$ cat config.mk
export PLATFORM = sky130hd
export DESIGN_NAME = dm_store_merge
export DESIGN_NICKNAME = d
export VERILOG_FILES = /design/src/rtl/dm_store_merge.sv
export SDC_FILE = /design/constraint.sdc
export NUM_CORES = 1
export LEC_CHECK = 0
export ABC_AREA = 1
export BUFFER_PORTS_ARGS = -buffer_cell sky130_fd_sc_hd__buf_4
export CELL_PAD_IN_SITES_DETAIL_PLACEMENT = 1
export CELL_PAD_IN_SITES_GLOBAL_PLACEMENT = 2
export CORE_MARGIN = 5
export CORE_UTILIZATION = 23
export CTS_BUF_LIST = sky130_fd_sc_hd__clkbuf_16
export DETAILED_ROUTE_END_ITERATION = 10
export MAX_ROUTING_LAYER = met4
export PLACE_DENSITY = 0.74
export SYNTH_ARGS = -nofsm -noshare
export SYNTH_HDL_FRONTEND = slang
export SYNTH_SLANG_ARGS = --single-unit
$ cat constraint.sdc
create_clock -name clk -period 2.2 [get_ports clk]
set_clock_uncertainty 0.15 [all_clocks]
set_input_delay 0 -clock clk [delete_from_list [all_inputs] [get_ports clk]]
set_output_delay 0 -clock clk [all_outputs]
set_load 0.1 [all_outputs]
$ cat src/rtl/dm_store_merge.sv
// dm_store_merge: SB/SH/SW store path onto a word-only memory, read-modify-write for sub-word stores
module dm_store_merge #(
  parameter int ADDR_W = 10
) (
  input  logic              clk,
  input  logic              rst_n,
  input  logic              st_valid,
  output logic              st_ready,
  input  logic [31:0]       st_addr,
  input  logic [31:0]       st_data,
  input  logic [1:0]        st_ctl,
  output logic              st_done,
  output logic              st_err,
  output logic [ADDR_W-1:0] mem_addr,
  output logic              mem_rd,
  input  logic [31:0]       mem_rdata,
  input  logic              mem_rvalid,
  output logic              mem_wr,
  output logic [31:0]       mem_wdata
);
  typedef enum logic [2:0] {IDLE, READ, WAIT, WRITE, ERR} state_t;
  state_t      state_q, state_d;
  logic [15:0] data_q;
  logic [1:0]  ctl_q;
  logic [1:0]  lane_q;
  logic [31:0] merged;
  logic        accept;
  logic        bad;
  logic        unused_addr;
  assign unused_addr = ^st_addr;
  assign accept   = (state_q == IDLE) && st_valid;
  assign bad      = (st_ctl == 2'd3) || (st_ctl == 2'd1 && st_addr[0]) || (st_ctl == 2'd2 && |st_addr[1:0]);
  assign st_ready = (state_q == IDLE);
  assign mem_rd   = (state_q == READ);
  assign mem_wr   = (state_q == WRITE);
  assign st_done  = (state_q == WRITE);
  assign st_err   = (state_q == ERR);
  // state register
  always_ff @(posedge clk or negedge rst_n) begin
    if (!rst_n) state_q <= IDLE;
    else state_q <= state_d;
  end
  // next-state: classify at accept, single-cycle READ/WRITE/ERR, WAIT holds for read data
  always_comb begin
    state_d = state_q;
    unique case (state_q)
      IDLE:  if (st_valid) state_d = bad ? ERR : (st_ctl == 2'd2 ? WRITE : READ);
      READ:  state_d = WAIT;
      WAIT:  if (mem_rvalid) state_d = WRITE;
      WRITE: state_d = IDLE;
      ERR:   state_d = IDLE;
      default: state_d = IDLE;
    endcase
  end
  // splice the stored byte/half into the returned word on its little-endian lane
  always_comb begin
    merged = mem_rdata;
    if (ctl_q == 2'd1) merged[{lane_q[1], 4'b0000} +: 16] = data_q;
    else merged[{lane_q, 3'b000} +: 8] = data_q[7:0];
  end
  // request latch at accept and write buffer load (direct for SW, merged for SB/SH)
  always_ff @(posedge clk or negedge rst_n) begin
    if (!rst_n) begin
      mem_addr  <= '0;
      data_q    <= '0;
      ctl_q     <= '0;
      lane_q    <= '0;
      mem_wdata <= '0;
    end else if (accept) begin
      mem_addr <= st_addr[ADDR_W+1:2];
      data_q   <= st_data[15:0];
      ctl_q    <= st_ctl;
      lane_q   <= st_addr[1:0];
      if (st_ctl == 2'd2) mem_wdata <= st_data;
    end else if (state_q == WAIT && mem_rvalid) begin
      mem_wdata <= merged;
    end
  end
endmodule

==> reports/metrics.csv, run 1 <==
stage,metric,value,unit
die,Die W,146,um
timing,Final WS setup,0.266,ns
yosys,Post-Syn Nets,755,
worst_setup_path,critical-path cell list,nor2_4 > nand4_4 > nand2_4 > buf_4 > o21ai_0 > nor2_1 > nor2_1,
run,max-cap violations,0,
timing,Fin. Hold Viols,0,
hold_path,hold-critical path endpoint,mem_wdata[12]$_DFFE_PN0P_,
yosys,synth warn,0,
worst_setup_path,source of the critical timing path,state_q[1]$_DFFE_PN0P_,
detailed_routing,first drt pass iteration count,4,
detailed_routing,WL/cell,15.0,um
timing,Setup TNS,0,ns
timing,max-slew violation count,0,
grt,via count of the first global-routing pass,5191,
yosys,syn avg cell area,6.54,um2
worst_setup_path,crit-path max cell delay,0.46,ns
clock_tree,Clock Sinks,65,
clock_tree,# H-tree levels,3,
detailed_routing,post-route ant nets,0,
die,Core Box Area,18100,um2
timing,fin crit period,1.93,ns
timing,final setup violation count,0,
yosys,"top cells by area, synth","dfrtp_1 38%, nand2_1 20%, nor2_1 9.7%, o21ai_0 6.7%, inv_1 5.3%",
hold_path,worst hold start,mem_rdata[12],
detailed_routing,total wire length,16.1,mm
worst_setup_path,worst-path fanout max,24,
placed_design,Buffers on Ports,128,
placed_design,gpl congestion,0.844,
timing,Slew HR,39.5,%
power,Leak,3.34,nW
worst_setup_path,Crit path max-delay family,simple AND/OR/NAND/NOR gates,
power,Combinational Power Share,66.4,%
worst_setup_path,critical path start-end classification,flip-flop to flip-flop,
worst_setup_path,Critical Path RT,2.28,ns
yosys,area share of the largest cell type after synthesis,38.4,%
worst_setup_path,R2R Setup Slk,0.27,ns
placed_design,HPWL after detailed placement,11.6,mm
finish,"Cell Count, Final, Fillers Out",1074,
power,P_int,4.44,mW
grt,pin count of the biggest net entering global routing,66,
timing,period utilisation layout,87.9,%
hold_path,min-delay worst type,input port to flip-flop,
worst_setup_path,Setup crit end kind,flip-flop,
timing,worst slew pin tran,0.907,ns
clock_tree,clock buffer count from CTS,9,
worst_setup_path,critical-path cell with the highest stage delay,dfrtp_1,
power,Power Density,1700,nW/um2
finish,nets,947,
yosys,top-count cell post-synth,nand2_1,
detailed_routing,DR vias,4716,
timing,Fmax,517,MHz
clock_tree,clk_lat worst skew,0.34,ns
die,I/O pins,149,
worst_setup_path,Worst R2R Start,state_q[1]$_DFFE_PN0P_,
yosys,post-synthesis register bit count,65,
detailed_routing,Post-route DRC,0,
grt,global route overflow,0,
worst_setup_path,reg-to-reg endpoint,mem_wdata[11]$_DFFE_PN0P_,
power,Clk network pwr share,13.4,%
yosys,Post-synth EDFFs,0,
hold_path,WHS Path Cells,7,
power,Worst VDD drop,0.931,mV
die,Die Area,21200,um2
finish,"Area growth, synth to finish",51.6,%
die,Initial Util,23.4,%
clock_tree,CTS Buffer Depth,2,
worst_setup_path,"Buf+Inv Stages, Crit Path",1,
finish,# diodes,0,
worst_setup_path,startpoint class of the critical path,flip-flop,
clock_tree,TritonCTS clock tree,built,
power,Switching Share,59.3,%
yosys,Post-synth top cells,"221 x nand2_1, 110 x nor2_1, 65 x dfrtp_1",
power,switching pwr,6.46,mW
clock_tree,Root Driver,clkbuf_16,
timing,RSZ-0062 raised after global routing,no,
detailed_routing,First DRT Iteration DRCs,250,
yosys,synthesized instance count,648,
yosys,post-synth top area cell,dfrtp_1,
yosys,"Seq/Total Area, Yosys",38.4,%
grt,global-route wire length before repair,27.2,mm
placed_design,pre-CTS setup slack,0.177,ns
grt,initial antenna violation count,0,
yosys,"Cell Area, Synth",4240,um2
yosys,asr flop ratio synth,100,%
yosys,Main synth FF type,dfrtp_1,
worst_setup_path,most frequent CP cell,nor2_1,
power,sequential share of power,20.2,%
status,status,"complete, no violations",
yosys,post-synth cell types,28,
grt,Total GRT Usage,16.0,%
finish,layout cells sized above 1,20.6,%
die,Die Span Y,146,um
die,row count,49,
worst_setup_path,reg2reg path depth,7,
clock_tree,CTS clock-pin slew for the worst setup and hold paths,0.06,ns
worst_setup_path,Worst Path Arrival,2.01,ns
detailed_routing,Vias per Instance,4.39,
placed_design,DP Cell Count,990,
state kept, by name (all words and copies together) (netlist names):
signal     cells
mem_wdata     32
data_q        16
mem_addr      10
state_q        3
ctl_q          2
lane_q         2
metrics by stage:
step	hold slack (ns)	cell area, um2	utilization (%)	total power, mW
detailed placement	0.0482	5450	30.1	9.38
CTS	0.00449	6420	35.5	11.0
global route	0.0424	6430	35.5	11.7
global placement	0.0446	5450	30.1	9.24
finish	0.0223	6430	35.5	10.9
floorplan	-0.446	4250	-	7.54
worst min-delay path: stages:
cell and delay, ns:
buf_4 0.08, nand2_1 0.04, o21ai_0 0.05, o21ai_0 0.07
nor2_1 0.11, nor2_1 0.05, nor2_1 0.07
metal layers:
layer	part of all wire, %	global-route usage, %	vias to the layer above	wire [um]
li1	-	-	2412	-
met1	48	20.3	2177	7710
met2	45	25.2	112	7270
met3	6.1	4.64	15	983
met4	1.1	3.61	0	182
met5	0	-	-	0
logic make-up after synthesis:
family / share of synthesized area, %
buf+inv: 10.2
compound gates: 14.5
simple gates: 35.4
flops: 38.4
fa+ha+maj: 1.48
power groups by stage:
stage	sequential [mW]	clock [mW]	combinational [mW]
after floorplan	4.81	0	2.73
after global placement	2.19	0	7.05
after detailed placement	2.22	0	7.16
after CTS	2.21	1.52	7.30
after global routing	2.28	1.56	7.85
final	2.20	1.46	7.24
timing repair:
action                                  in CTS  in global routing
endpoints found under the setup margin       0                  2
hold buffers                                68                  0
resized for setup                            0                  1
endpoints found under the hold margin      130                  0
setup buffers                                0                  0
cells in the final DEF, fill, tap and decap left out, drive strengths merged:
cell	netlist	layout
nand2	222	222
buf	23	145
nor2	113	113
dlygate4sd3	0	68
dfrtp	65	65
inv	63	64
o21ai	59	59
a21oi	25	25
nand3	24	24
o211ai	16	16
clkbuf	9	9
nand4	9	9
o21bai	8	8
clkinv	3	7
ha	5	5
o31ai	1	1
or2	1	1
a21boi	1	1
nor3	1	1
bufinv	0	1
clkinvlp	0	1
worst max path at each step:
stage	to	cells past startpoint
6_report	mem_wdata[11]$_DFFE_PN0P_	7
5_1_grt	mem_wdata[14]$_DFFE_PN0P_	9
4_1_cts	mem_wdata[3]$_DFFE_PN0P_	9
3_5_place_dp	mem_wdata[2]$_DFFE_PN0P_	9
3_3_place_gp	mem_wdata[2]$_DFFE_PN0P_	9
2_1_floorplan	mem_wdata[24]$_DFFE_PN0P_	11
layout make-up:
class	instances	area [um2]
Clock inverter	7	68.8
Fill cell	2245	11700
Tap cell	229	287
Clock buffer	9	225
Multi-Input combinational cell	485	2190
Sequential cell	65	1630
Timing Repair Buffer	213	1780
Inverter	66	248
Power figures use the tool's default switching activity.
==> run 2: changes to the inputs <==
- CORE_MARGIN: 5 -> 2
==> run 2 against run 1 <==
  * The run now ends with hold timing left
  * Sequential share of layout area grew 0.12 points
  * Sequential power hardly changed
  * Critical path depth increased by 2
  * First-iteration DRC count fell by 32%
  * Final area is 0.49% lower
  * Combinational power barely moved
  * Non-clock buffer count fell by 2
  * Setup slack better by 0.067 ns
  * Largest cell class unchanged
==> reports/metrics.csv, run 2 (synthesis results as in run 1) <==
stage,metric,value,unit,change
finish,"commonest cells after routing, fill and taps aside","221 x nand2_1, 146 x buf_4, 109 x nor2_1, 65 x dfrtp_1, 64 x dlygate4sd3_1",,"was 221 x nand2_1, 144 x buf_4, 108 x nor2_1, 68 x dlygate4sd3_1, 65 x dfrtp_1"
clock_tree,Post-CTS Setup Bufs,0,,unchanged
timing,RSZ-0062 raised after global routing,no,,unchanged
placed_design,Buffers on Ports,128,,unchanged
worst_setup_path,source of the critical timing path,lane_q[0]$_DFFE_PN0P_,,was state_q[1]$_DFFE_PN0P_
finish,"Cell Count, Final, Fillers Out",1073,,was 1074
placed_design,DP Cell Count,992,,was 990
worst_setup_path,Worst R2R Start,lane_q[0]$_DFFE_PN0P_,,was state_q[1]$_DFFE_PN0P_
finish,fillers,2273,,was 2245
clock_tree,Root Driver,clkbuf_16,,unchanged
worst_setup_path,critical path start-end classification,flip-flop to flip-flop,,unchanged
worst_setup_path,Setup crit end kind,flip-flop,,unchanged
die,Die Span Y,140,um,was 146 um
clock_tree,TritonCTS clock tree,built,,unchanged
die,Core Box Area,18000,um2,was 18100 um2
worst_setup_path,reg-to-reg endpoint,mem_wdata[14]$_DFFE_PN0P_,,was mem_wdata[11]$_DFFE_PN0P_
detailed_routing,Vias per Instance,4.41,,was 4.39
die,I/O pins,149,,unchanged
timing,Fmax,536,MHz,was 517 MHz
worst_setup_path,worst-path fanout max,16,,was 24
hold_path,min-delay worst type,input port to flip-flop,,unchanged
die,row count,49,,unchanged
clock_tree,CTS clock-pin slew for the worst setup and hold paths,0.06,ns,about the same
clock_tree,clk_lat worst skew,0.34,ns,about the same
timing,period utilisation layout,84.9,%,was 87.9%
finish,"Most flops, register",mem_wdata,,unchanged
clock_tree,# H-tree levels,3,,unchanged
grt,via count of the first global-routing pass,5061,,was 5191
finish,layout cells sized above 1,20.6,%,about the same
placed_design,gpl congestion,0.836,,was 0.844
finish,Post-Layout Inst Area,6400,um2,was 6430 um2
finish,Sequential Area,1630,um2,unchanged
die,Initial Util,23.5,%,was 23.4%
finish,nets,945,,was 947
worst_setup_path,reg2reg path depth,9,,was 7
placed_design,HPWL after detailed placement,11.2,mm,was 11.6 mm
grt,Total GRT Usage,16.8,%,was 16.0%
power,Total Power,10.9,mW,about the same
detailed_routing,DR vias,4728,,was 4716
finish,area of the multi-input gates,2190,um2,about the same
power,Power Density,1700,nW/um2,about the same
detailed_routing,Post-route DRC,0,,unchanged
placed_design,Placed Area,5470,um2,was 5450 um2
detailed_routing,WL/cell,14.6,um,was 15.0 um
clock_tree,clock buffer count from CTS,9,,unchanged
placed_design,pre-CTS setup slack,0.315,ns,was 0.177 ns
finish,biggest regs,"mem_wdata x32, data_q x16, mem_addr x10",,unchanged
run,max-cap violations,0,,unchanged
detailed_routing,post-route ant nets,0,,unchanged
clock_tree,post_cts resized,0,,unchanged
finish,"Area growth, synth to finish",50.9,%,was 51.6%
die,Die W,140,um,was 146 um
timing,Min Hold Slack,-0.000661,ns,was 0.0223 ns
timing,max-slew violation count,0,,unchanged
timing,worst slew pin tran,0.892,ns,was 0.907 ns
clock_tree,Clock Sinks,65,,unchanged
detailed_routing,First DRT Iteration DRCs,170,,was 250
power,Leak,3.33,nW,was 3.34 nW
timing,fin crit period,1.87,ns,was 1.93 ns
timing,Slew HR,40.5,%,was 39.5%
timing,final setup violation count,0,,unchanged
grt,pin count of the biggest net entering global routing,71,,was 66
timing,Setup TNS,0,ns,unchanged
worst_setup_path,startpoint class of the critical path,flip-flop,,unchanged
worst_setup_path,Critical Path RT,2.32,ns,was 2.28 ns
timing,Final WS setup,0.333,ns,was 0.266 ns
grt,initial antenna violation count,1,,was 0
die,Die Area,19500,um2,was 21200 um2
clock_tree,hold buffers post-CTS,64,,was 68
worst_setup_path,R2R Setup Slk,0.33,ns,was 0.27 ns
finish,Largest register FFs,32,,unchanged
power,Worst VDD drop,1.12,mV,was 0.931 mV
clock_tree,CTS Buffer Depth,2,,unchanged
worst_setup_path,worst setup path endpoint,mem_wdata[14]$_DFFE_PN0P_,,was mem_wdata[11]$_DFFE_PN0P_
grt,global route overflow,0,,unchanged
grt,global-route wire length before repair,26.0,mm,was 27.2 mm
detailed_routing,total wire length,15.7,mm,was 16.1 mm
detailed_routing,first drt pass iteration count,4,,unchanged
finish,"most common cell after layout, fill and taps aside",nand2_1,,unchanged
status,failing checks,hold timing,,
status,status,"finished, violations left",,"was complete, no violations"
timing,Fin. Hold Viols,1,,was 0
finish,Finished Core Util,35.5,%,about the same
worst_setup_path,Worst Path Arrival,1.99,ns,was 2.01 ns
==> run 2: cell count changes in the layout (fill, tap and decap cells not counted) <==
cell / before / now
buf_4: 144 / 146
clkinv_4: 1 / 0
clkinvlp_4: 1 / 2
diode_2: 0 / 1
dlygate4sd3_1: 68 / 64
inv_1: 60 / 61
inv_6: 1 / 0
nor2_1: 108 / 109
nor2_2: 3 / 2
==> run 2: area by class of cell <==
class,count,share of cell area (%)
Timing Repair Buffer,211,27.5
Clock buffer,9,3.52
Sequential cell,65,25.4
Antenna cell,1,0.0391
Clock inverter,7,0.978
Tap cell,229,4.48
Inverter,66,3.87
Multi-Input combinational cell,485,34.2
==> run 2: metal layers <==
| metal | vias to the layer above | GRT usage (%) | routed length, um |
|---|---|---|---|
| met3 | 9 | 4.03 | 791 |
| met1 | 2206 | 21.8 | 7550 |
| li1 | 2412 | - | - |
| met5 | - | - | 0 |
| met2 | 101 | 26.8 | 7160 |
| met4 | 0 | 3.84 | 176 |
==> run 2: power breakdown <==
| part | switching [mW] | internal [mW] |
|---|---|---|
| clock | 0.558 | 0.865 |
| sequential | 0.428 | 1.77 |
| combinational | 5.44 | 1.78 |
==> run 2: critical path, stage by stage, from the launching register on <==
cell and delay (ns):
dfrtp_1 0.34, inv_1 0.08, ha_1 0.21, inv_1 0.34, nand3_1 0.21, nor2_1 0.17
nor2_1 0.06, nor2_1 0.10, nor2_1 0.06, nor2_1 0.08
==> run 2: worst min-delay path by stage <==
stage	startpoint	slack, ns	endpoint	cells past startpoint
floorplan	rst_n	-0.45	ctl_q[0]$_DFFE_PN0P_	0
global placement	rst_n	0.04	mem_wdata[19]$_DFFE_PN0P_	1
detailed placement	rst_n	0.05	mem_wdata[19]$_DFFE_PN0P_	1
CTS	mem_rdata[4]	0.005	mem_wdata[4]$_DFFE_PN0P_	5
global route	mem_rdata[9]	0.04	mem_wdata[9]$_DFFE_PN0P_	7
finish	mem_rdata[4]	-0.0007	mem_wdata[4]$_DFFE_PN0P_	5
